--- src/rtl/axi_master_bridge_pkg.sv ---
`default_nettype none
// ============================================================================
// Module      : axi_master_bridge_pkg
// Description : Shared AXI encodings and FSM state type for the line bridge.
// Revision    : 1.0 - initial release
// ============================================================================
package axi_master_bridge_pkg;

    // AXI AxBURST encodings
    typedef enum logic [1:0] {
        BURST_FIXED = 2'd0,
        BURST_INCR  = 2'd1,
        BURST_WRAP  = 2'd2
    } axi_burst_e;

    // AXI xRESP encodings
    typedef enum logic [1:0] {
        RESP_OKAY   = 2'd0,
        RESP_EXOKAY = 2'd1,
        RESP_SLVERR = 2'd2,
        RESP_DECERR = 2'd3
    } axi_resp_e;

    // AxSIZE encoding for 8-byte beats
    localparam logic [2:0] c_SIZE_8B = 3'b011;

    // Bridge FSM states
    typedef enum logic [2:0] {
        S_IDLE = 3'd0,
        S_AR   = 3'd1,
        S_R    = 3'd2,
        S_AW   = 3'd3,
        S_W    = 3'd4,
        S_B    = 3'd5,
        S_RESP = 3'd6
    } state_e;

endpackage : axi_master_bridge_pkg
`default_nettype wire

--- src/rtl/axi_master_bridge_line_buffer.sv ---
`default_nettype none
// ============================================================================
// Module      : axi_line_buffer
// Description : BURST_LEN x DATA_WIDTH line register file. A whole line can be
//               loaded at once, or a single beat written by index; the beat
//               at the same index is read back combinationally.
// Revision    : 1.0 - initial release
// ============================================================================
module axi_line_buffer #(
    parameter int BURST_LEN  = 4,
    parameter int DATA_WIDTH = 64,
    parameter int IDX_W      = 2
) (
    input  logic                            clk,
    input  logic                            rst,
    input  logic                            i_load,
    input  logic [BURST_LEN*DATA_WIDTH-1:0] i_line,
    input  logic                            i_wr_en,
    input  logic [IDX_W-1:0]                i_idx,
    input  logic [DATA_WIDTH-1:0]           i_wr_data,
    output logic [DATA_WIDTH-1:0]           o_rd_data,
    output logic [BURST_LEN*DATA_WIDTH-1:0] o_line
);

    logic [BURST_LEN*DATA_WIDTH-1:0] w_line;

    genvar gi;
    generate
        for (gi = 0; gi < BURST_LEN; gi++) begin : g_beat
            logic [DATA_WIDTH-1:0] r_beat_q;
            logic [DATA_WIDTH-1:0] w_beat_d;

            // Next beat value: full-line load wins over an indexed beat write
            always_comb begin
                w_beat_d = r_beat_q;
                if (i_load) begin
                    w_beat_d = i_line[gi*DATA_WIDTH +: DATA_WIDTH];
                end else if (i_wr_en && (i_idx == IDX_W'(gi))) begin
                    w_beat_d = i_wr_data;
                end
            end

            // Beat storage register
            always_ff @(posedge clk) begin
                if (rst) begin
                    r_beat_q <= '0;
                end else begin
                    r_beat_q <= w_beat_d;
                end
            end

            assign w_line[gi*DATA_WIDTH +: DATA_WIDTH] = r_beat_q;
        end
    endgenerate

    // Beat read mux
    always_comb begin
        o_rd_data = '0;
        for (int i = 0; i < BURST_LEN; i++) begin
            if (i_idx == IDX_W'(i)) begin
                o_rd_data = w_line[i*DATA_WIDTH +: DATA_WIDTH];
            end
        end
    end

    assign o_line = w_line;

endmodule : axi_line_buffer
`default_nettype wire

--- src/rtl/axi_master_bridge.sv ---
`default_nettype none
// ============================================================================
// Module      : axi_master_bridge
// Description : Single-outstanding AXI4 master turning line read/write
//               requests into BURST_LEN-beat INCR bursts of 64-bit beats.
// Revision    : 1.0 - initial release
// ============================================================================
module axi_master_bridge
    import axi_master_bridge_pkg::*;
#(
    parameter int ID_WIDTH   = 4,
    parameter int AXI_ID     = 0,
    parameter int ADDR_WIDTH = 32,
    parameter int DATA_WIDTH = 64,
    parameter int BURST_LEN  = 4
) (
    input  logic                            M_AXI_ACLK,
    input  logic                            M_AXI_ARESET,
    // Request / response side
    input  logic                            req_valid,
    output logic                            req_ready,
    input  logic                            req_write,
    input  logic [ADDR_WIDTH-1:0]           req_addr,
    input  logic [BURST_LEN*DATA_WIDTH-1:0] req_wline,
    output logic                            resp_valid,
    input  logic                            resp_ready,
    output logic [BURST_LEN*DATA_WIDTH-1:0] resp_rline,
    output logic                            resp_err,
    // Write address channel
    output logic                            M_AXI_AWVALID,
    input  logic                            M_AXI_AWREADY,
    output logic [ID_WIDTH-1:0]             M_AXI_AWID,
    output logic [ADDR_WIDTH-1:0]           M_AXI_AWADDR,
    output logic [7:0]                      M_AXI_AWLEN,
    output logic [2:0]                      M_AXI_AWSIZE,
    output logic [1:0]                      M_AXI_AWBURST,
    // Write data channel
    output logic                            M_AXI_WVALID,
    input  logic                            M_AXI_WREADY,
    output logic [DATA_WIDTH-1:0]           M_AXI_WDATA,
    output logic [DATA_WIDTH/8-1:0]         M_AXI_WSTRB,
    output logic                            M_AXI_WLAST,
    // Write response channel
    input  logic                            M_AXI_BVALID,
    output logic                            M_AXI_BREADY,
    input  logic [ID_WIDTH-1:0]             M_AXI_BID,
    input  logic [1:0]                      M_AXI_BRESP,
    // Read address channel
    output logic                            M_AXI_ARVALID,
    input  logic                            M_AXI_ARREADY,
    output logic [ID_WIDTH-1:0]             M_AXI_ARID,
    output logic [ADDR_WIDTH-1:0]           M_AXI_ARADDR,
    output logic [7:0]                      M_AXI_ARLEN,
    output logic [2:0]                      M_AXI_ARSIZE,
    output logic [1:0]                      M_AXI_ARBURST,
    // Read data channel
    input  logic                            M_AXI_RVALID,
    output logic                            M_AXI_RREADY,
    input  logic [ID_WIDTH-1:0]             M_AXI_RID,
    input  logic [DATA_WIDTH-1:0]           M_AXI_RDATA,
    input  logic [1:0]                      M_AXI_RRESP,
    input  logic                            M_AXI_RLAST
);

    localparam int                    c_CNT_W    = (BURST_LEN > 1) ? $clog2(BURST_LEN) : 1;
    localparam logic [c_CNT_W-1:0]    c_LAST_IDX = c_CNT_W'(BURST_LEN - 1);
    localparam logic [ADDR_WIDTH-1:0] c_OFF_MASK = ADDR_WIDTH'(BURST_LEN * 8 - 1);
    localparam logic [7:0]            c_AXLEN    = 8'(BURST_LEN - 1);

    state_e                  r_state_q, w_state_d;
    logic [ADDR_WIDTH-1:0]   r_addr_q,  w_addr_d;
    logic [c_CNT_W-1:0]      r_cnt_q,   w_cnt_d;
    logic                    r_err_q,   w_err_d;
    logic                    w_last_beat;
    logic                    w_buf_load;
    logic                    w_buf_wr_en;
    logic [DATA_WIDTH-1:0]   w_buf_rd_data;
    logic                    w_unused_ids;

    // Transaction IDs are not checked: only one burst is ever in flight
    assign w_unused_ids = ^{M_AXI_RID, M_AXI_BID};

    // Next-state, address, beat counter and error accumulation
    always_comb begin
        w_state_d   = r_state_q;
        w_addr_d    = r_addr_q;
        w_cnt_d     = r_cnt_q;
        w_err_d     = r_err_q;
        w_buf_load  = 1'b0;
        w_buf_wr_en = 1'b0;
        w_last_beat = (r_cnt_q == c_LAST_IDX);
        case (r_state_q)
            S_IDLE: begin
                if (req_valid) begin
                    w_addr_d   = req_addr & ~c_OFF_MASK;
                    w_cnt_d    = '0;
                    w_err_d    = 1'b0;
                    w_buf_load = 1'b1;
                    w_state_d  = req_write ? S_AW : S_AR;
                end
            end
            S_AR: begin
                if (M_AXI_ARREADY) w_state_d = S_R;
            end
            S_R: begin
                if (M_AXI_RVALID) begin
                    w_buf_wr_en = 1'b1;
                    if (M_AXI_RRESP != RESP_OKAY) w_err_d = 1'b1;
                    if (w_last_beat) begin
                        // Final beat must carry RLAST
                        if (!M_AXI_RLAST) w_err_d = 1'b1;
                        w_cnt_d   = '0;
                        w_state_d = S_RESP;
                    end else if (M_AXI_RLAST) begin
                        // Short burst: record the error and stop collecting
                        w_err_d   = 1'b1;
                        w_cnt_d   = '0;
                        w_state_d = S_RESP;
                    end else begin
                        w_cnt_d = r_cnt_q + c_CNT_W'(1);
                    end
                end
            end
            S_AW: begin
                if (M_AXI_AWREADY) w_state_d = S_W;
            end
            S_W: begin
                if (M_AXI_WREADY) begin
                    if (w_last_beat) begin
                        w_cnt_d   = '0;
                        w_state_d = S_B;
                    end else begin
                        w_cnt_d = r_cnt_q + c_CNT_W'(1);
                    end
                end
            end
            S_B: begin
                if (M_AXI_BVALID) begin
                    if (M_AXI_BRESP != RESP_OKAY) w_err_d = 1'b1;
                    w_state_d = S_RESP;
                end
            end
            S_RESP: begin
                if (resp_ready) w_state_d = S_IDLE;
            end
            default: w_state_d = S_IDLE;
        endcase
    end

    // Control registers
    always_ff @(posedge M_AXI_ACLK) begin
        if (M_AXI_ARESET) begin
            r_state_q <= S_IDLE;
            r_addr_q  <= '0;
            r_cnt_q   <= '0;
            r_err_q   <= 1'b0;
        end else begin
            r_state_q <= w_state_d;
            r_addr_q  <= w_addr_d;
            r_cnt_q   <= w_cnt_d;
            r_err_q   <= w_err_d;
        end
    end

    // Line storage shared by read gather and write stream-out
    axi_line_buffer #(
        .BURST_LEN  (BURST_LEN),
        .DATA_WIDTH (DATA_WIDTH),
        .IDX_W      (c_CNT_W)
    ) u_line_buffer (
        .clk       (M_AXI_ACLK),
        .rst       (M_AXI_ARESET),
        .i_load    (w_buf_load),
        .i_line    (req_wline),
        .i_wr_en   (w_buf_wr_en),
        .i_idx     (r_cnt_q),
        .i_wr_data (M_AXI_RDATA),
        .o_rd_data (w_buf_rd_data),
        .o_line    (resp_rline)
    );

    // Handshake outputs decode directly from the registered state
    assign req_ready     = (r_state_q == S_IDLE);
    assign resp_valid    = (r_state_q == S_RESP);
    assign resp_err      = r_err_q;

    assign M_AXI_ARVALID = (r_state_q == S_AR);
    assign M_AXI_ARID    = ID_WIDTH'(AXI_ID);
    assign M_AXI_ARADDR  = r_addr_q;
    assign M_AXI_ARLEN   = c_AXLEN;
    assign M_AXI_ARSIZE  = c_SIZE_8B;
    assign M_AXI_ARBURST = BURST_INCR;
    assign M_AXI_RREADY  = (r_state_q == S_R);

    assign M_AXI_AWVALID = (r_state_q == S_AW);
    assign M_AXI_AWID    = ID_WIDTH'(AXI_ID);
    assign M_AXI_AWADDR  = r_addr_q;
    assign M_AXI_AWLEN   = c_AXLEN;
    assign M_AXI_AWSIZE  = c_SIZE_8B;
    assign M_AXI_AWBURST = BURST_INCR;

    assign M_AXI_WVALID  = (r_state_q == S_W);
    assign M_AXI_WDATA   = w_buf_rd_data;
    assign M_AXI_WSTRB   = {(DATA_WIDTH/8){1'b1}};
    assign M_AXI_WLAST   = (r_state_q == S_W) && w_last_beat;
    assign M_AXI_BREADY  = (r_state_q == S_B);

endmodule : axi_master_bridge
`default_nettype wire

--- config.mk ---
export PLATFORM = sky130hd
export DESIGN_NAME = axi_master_bridge
export DESIGN_NICKNAME = d
export VERILOG_FILES = /design/src/rtl/axi_master_bridge_pkg.sv /design/src/rtl/axi_master_bridge_line_buffer.sv /design/src/rtl/axi_master_bridge.sv
export SDC_FILE = /design/constraint.sdc
export NUM_CORES = 1
export LEC_CHECK = 0
export CORE_AREA = 2 2 315 317
export CTS_BUF_LIST = sky130_fd_sc_hd__clkbuf_2
export DETAILED_ROUTE_END_ITERATION = 12
export DIE_AREA = 0 0 317 319
export GPL_TIMING_DRIVEN = 0
export PLACE_DENSITY = 0.41
export SYNTH_ARGS = -nofsm -noshare
export SYNTH_HDL_FRONTEND = slang
export SYNTH_SLANG_ARGS = --single-unit
export TNS_END_PERCENT = 10
--- constraint.sdc ---
create_clock -name M_AXI_ACLK -period 2.83 [get_ports M_AXI_ACLK]
set_clock_uncertainty 0.05 [all_clocks]
set_input_delay 0.4245 -clock M_AXI_ACLK [delete_from_list [all_inputs] [get_ports M_AXI_ACLK]]
set_output_delay 0.4245 -clock M_AXI_ACLK [all_outputs]
set_load 0.01 [all_outputs]
* Word-level counts from Yosys, hierarchy flattened
Index checks and enable logic that the tools add are counted.
Storage, ports and cells: memories 0, memory bits (read-only) 0, output and inout bits 435, latch bits 0, register bits 289, memory bits (writable) 0, input bits 375
Operators by class: $lt $le $gt $ge 0, multiply operators 0, eq/ne operators 19, $add $sub $neg 1, muxes and demuxes 44, reduce and logical (&&, ||, !) cells 19, divide/modulo/power cells 0, shift-type cells 0, bitwise operators 0
Operators by type and width (number):
- two-way mux 64 bit | 12
- two-way mux 3 bit | 10
- one-hot mux 3 bit (7 select lines) | 1
- two-way mux 2 bit | 7
- two-way mux 1 bit | 12
- inequality test 2 x 1 -> 1 bit (second input constant) | 6
- nonzero test 2 bit | 6
- == test 3 bit (second input constant) | 3
- AND reduction 9 bit | 1
- == test 3 x 2 -> 1 bit (second input constant) | 2
- inequality test 2 bit (second input constant) | 3
- one-hot mux 2 bit (3 select lines) | 1
- nonzero test 3 bit | 2
- logical AND 1 bit | 5
- AND reduction 5 bit | 1
- == test 2 bit (second input constant) | 2
- AND reduction 4 bit | 1
- == test 3 x 1 -> 1 bit (second input constant) | 1
- logical NOT 3 bit | 1
- inequality test 3 x 1 -> 1 bit (second input constant) | 1
- one-hot mux 1 bit (3 select lines) | 1
- adder 2 x 1 -> 2 bit (second input constant) | 1
- == test 2 x 1 -> 1 bit (second input constant) | 1
- logical NOT 2 bit | 1
- AND reduction 2 bit | 1

* Depth between registers and ports, before layout
depth in word-level cells 6, gate-level depth with buffers 8

* Modules after synthesis
From an unflattened synthesis, not the netlist that was laid out.
Unflattened totals: cell total of the unflattened synthesis 1658, area, all modules 16064.2 um^2
By module, submodules not included:
- axi_line_buffer | area an instance 13952.1 um^2, cells each 1384, sequential area each 5124.9 um^2, instances 1
- axi_master_bridge | area an instance 2112.0 um^2, cells each 274, sequential area each 660.6 um^2, instances 1

* Worst setup path before layout
No wires, ideal clock.
path kind reg-to-output, start point register r_cnt_q[0], end point output port M_AXI_WDATA[19], slack 697 ps, buffers on the path 2, stages on the path, launching flop included 9, data arrival time 1659 ps, required time 2355 ps, cell sequence dfxtp_1 > inv_1 > ha_1 > clkbuf_1 > buf_1 > nand3b_1 > a21oi_1 > a21oi_1 > o21ai_0
Between the ends: cells in the longest elaborated chain, start to end 5, elaborated cells between the ends (all ways) 8
RTL lines:
- from (decl) | line axi_master_bridge.sv:72 | logic [c_CNT_W-1:0] r_cnt_q, w_cnt_d;
- from (signal assigned) | line axi_master_bridge.sv:160 | r_cnt_q <= w_cnt_d;
- logical NOT 2 bit | line axi_master_bridge_line_buffer.sv:60 | if (i_idx == IDX_W'(i)) begin
- two-way mux 64 bit (3 in a row) | line axi_master_bridge_line_buffer.sv:60
- two-way mux 64 bit (*) | line axi_master_bridge_line_buffer.sv:60
- to (decl) | line axi_master_bridge.sv:40 | output logic [DATA_WIDTH-1:0] M_AXI_WDATA,
Mark *: on every way between the ends. The rest lies on a longest branch, timed or not.

* Worst setup path after layout
start point register r_cnt_q[0], end point output port M_AXI_WDATA[58]
Same word-level chain as after synthesis.

==> metrics.txt <==
status=finished, violations left; failing checks=negative setup slack; H-tree levels=3; Min Clock Period, post-route=3.47 ns; Worst Max-Slew Pin Slew=1.41 ns; CP peak stage delay=just under 0.7 ns; Critical Path AT=between 2 and 3 ns; sequential area share after synthesis=0.403; Netlist cell types=40; Cell Area, Synth=14,400 um^2; detailed-route DRC error count=0; clk_lat worst skew=1.20 ns; final worst setup slack=-0.637 ns; most frequent cells in the layout=clkdlybuf4s50_1, nand2_1, dlygate4sd3_1, nor2_1, dfxtp_1; leak pwr=0.0114 uW; Hold Violations, Final=0; Post-Synthesis Cells=1,921; worst min-delay path class=in2reg; Die Ht=319 um; antenna violations before repair=19; Slew Limit Fails=0; CTS tree=yes; Final Wtd Congestion=0.845; reg2reg setup slack=between 0.1 and 0.15 ns; worst slack at placement=-1.65 ns; CTS Buf Count=96; Primary FF master, synth=dfxtp_1; #FFs+latches synth=approximately 290; setup TNS=-32.45 ns; CP required=2.36 ns; fmax=a little under 300 MHz; Die W=317 um; clock slew at reported path FFs=0.09 ns; 1st-pass router iterations=8; Initial DRC Count=around 1,300; post-route ant nets=0; FP Rows=~120; CP bufs+invs=3; max-cap violation count=0; GRT Total Usage=0.226; most common library cell in the layout ignoring fill and taps=clkdlybuf4s50_1; largest net degree at the start of global routing=14; DRT Wirelength=between 100 and 150 mm; CP Cell Sequence=ha_4 -> buf_12 -> clkbuf_1 -> o21ai_0 -> buf_2; final net count=between 3,000 and 4,000; final-report setup violation count=66; CTS sink count=289; grt ovf=0; Avg Vias per Cell=4.41; first-pass GRT wire length=160 mm; vias in the first global route=around 20,000; clock tree buffer depth=3; Crit Path Max Fanout=10; Port Buffers=743; crit path launch type=register; Core ar.=97,700 um^2; Worst path top cell family by delay=buffers and inverters; WHS=0.278 ns; Die Area=around 100,000 um^2; Slew HR=0.0631; Area Growth Syn to Fin=102%; Period Utilization, post-route=1.23; WS Path Type=reg2out; DR vias=20,100; Initial Util=0.147; number of flops mapped to enable cells by yosys=0; crit path capture type=output pin; worst-path cell with the longest stage delay=clkbuf_1; Synth async-reset ratio=0; RSZ-0062 raised after global routing=true; Top-Level Pins=810; clock root buffer=clkbuf_2; layout cells sized above 1=0.178; wire length per cell=approximately 26 um; pwr dens=944 nW/um^2; dpl hpwl=90.6 mm; Worst VDD drop=between 0.3 and 0.4 mV; Mean Syn Cell Area=7.48 um^2; YS warnings=0
==> cell usage after synthesis (4+ instances only) <==
| library cell | instances | share of area |
|---|---|---|
| clkbuf_1 | 102 | 0.027 |
| buf_4 | 94 | 0.049 |
| buf_2 | 57 | 0.020 |
| inv_1 | 5 | 0.0013 |
| nor2_1 | 264 | 0.069 |
| nand2_1 | 506 | 0.13 |
| nand3b_1 | 66 | 0.034 |
| o21ai_0 | 68 | 0.024 |
| ha_1 | 4 | 0.0035 |
| buf_1 | 9 | 0.0024 |
| a21o_1 | 4 | 0.0021 |
| a21oi_1 | 160 | 0.056 |
| dfxtp_1 | 289 | 0.40 |
| a311oi_1 | 256 | 0.16 |
==> power by group <==
group	internal [uW]	switching (uW)	leakage, uW
registers	5680	1550	0.00240
logic	6890	9690	0.00837
clock network	1380	2210	0.000621
total	14000	13400	0.0114
==> path summary, 6_finish.rpt <==
| kind | start | endpoint | cells past startpoint |
|---|---|---|---|
| hold reg to reg | M_AXI_ARADDR[19] | M_AXI_ARADDR[19] | 2 |
| setup reg to reg | r_state_q[0] | r_state_q[0] | 7 |
| hold / removal | req_addr[6] | M_AXI_ARADDR[6] | 4 |
| setup / recovery | r_cnt_q[0] | M_AXI_WDATA[58] | 5 |
==> final cells by class <==
cell class              count  area [um^2]
fillers                 10700        68700
repair buffers           1127        11000
multi-input cells        1415         7720
flip-flops and latches    289         5840
plain buffers             262         2060
well taps                1287         1610
clock buffers             140          701
clock inverters            13         83.8
diodes                     13         32.5
inverters                   5         26.3
==> flip-flops by register name, indices dropped and copies added, names as in the netlist <==
name	flops
r_state_q	3
M_AXI_ARADDR	27
resp_err	1
r_cnt_q	2
u_line_buffer.g_beat.r_beat_q	256
==> stage by stage <==
stage | cell area, um^2 | cells | power, uW | utilization
2_1_floorplan | 14600 | 1971 | 13700 | -
3_3_place_gp | 23600 | 4001 | 23300 | 0.242
3_5_place_dp | 23600 | 4001 | 23300 | 0.242
4_1_cts | 28900 | 4537 | 27600 | 0.296
5_1_grt | 29000 | 4543 | 29000 | 0.297
6_report | 29000 | 4551 | 27400 | 0.297
==> logic make-up (layout without fill, tap and decap cells) <==
kind of cell | count (synthesis) | in the layout | share of synthesized area
adders and majority gates | 4 | 4 | 0.00348
and+or+nand+nor | 857 | 857 | 0.248
buffers and inverters | 267 | 1547 | 0.0993
DFF | 289 | 289 | 0.403
other | 2 | 65 | 0.000523
xor gates and xnor gates | 1 | 1 | 0.000610
muxes | 4 | 4 | 0.00296
AOI/OAI and AO/OA | 497 | 497 | 0.243
==> metal layers <==
layer / GRT usage / vias to the layer above / share of wire
li1: - / 9273 / -
met1: 0.276 / 9739 / 0.41
met2: 0.391 / 904 / 0.49
met3: 0.0546 / 169 / 0.074
met4: 0.0666 / 6 / 0.026
met5: 0 / - / 0.00038
==> repair_timing <==
| item | 4_1_cts | 5_1_grt |
|---|---|---|
| setup buffers | 7 | 1 |
| setup endpoints to repair | 493 | 112 |
| hold buffers | 370 | 0 |
| cloned | 6 | 0 |
| pin swaps | 44 | 19 |
| resized for setup | 743 | 85 |
| hold endpoints to repair | 289 | 0 |
==> worst reg2reg max path, stage by stage (launching register included) <==
cell	delay, ns
dfxtp_1	0.35
buf_6	0.16
or4b_1	0.56
o221ai_1	0.14
dlygate4sd3_1	0.60
nand2_1	0.05
a21oi_1	0.16
dlygate4sd3_1	0.57
(Power assumes the default switching activity.)
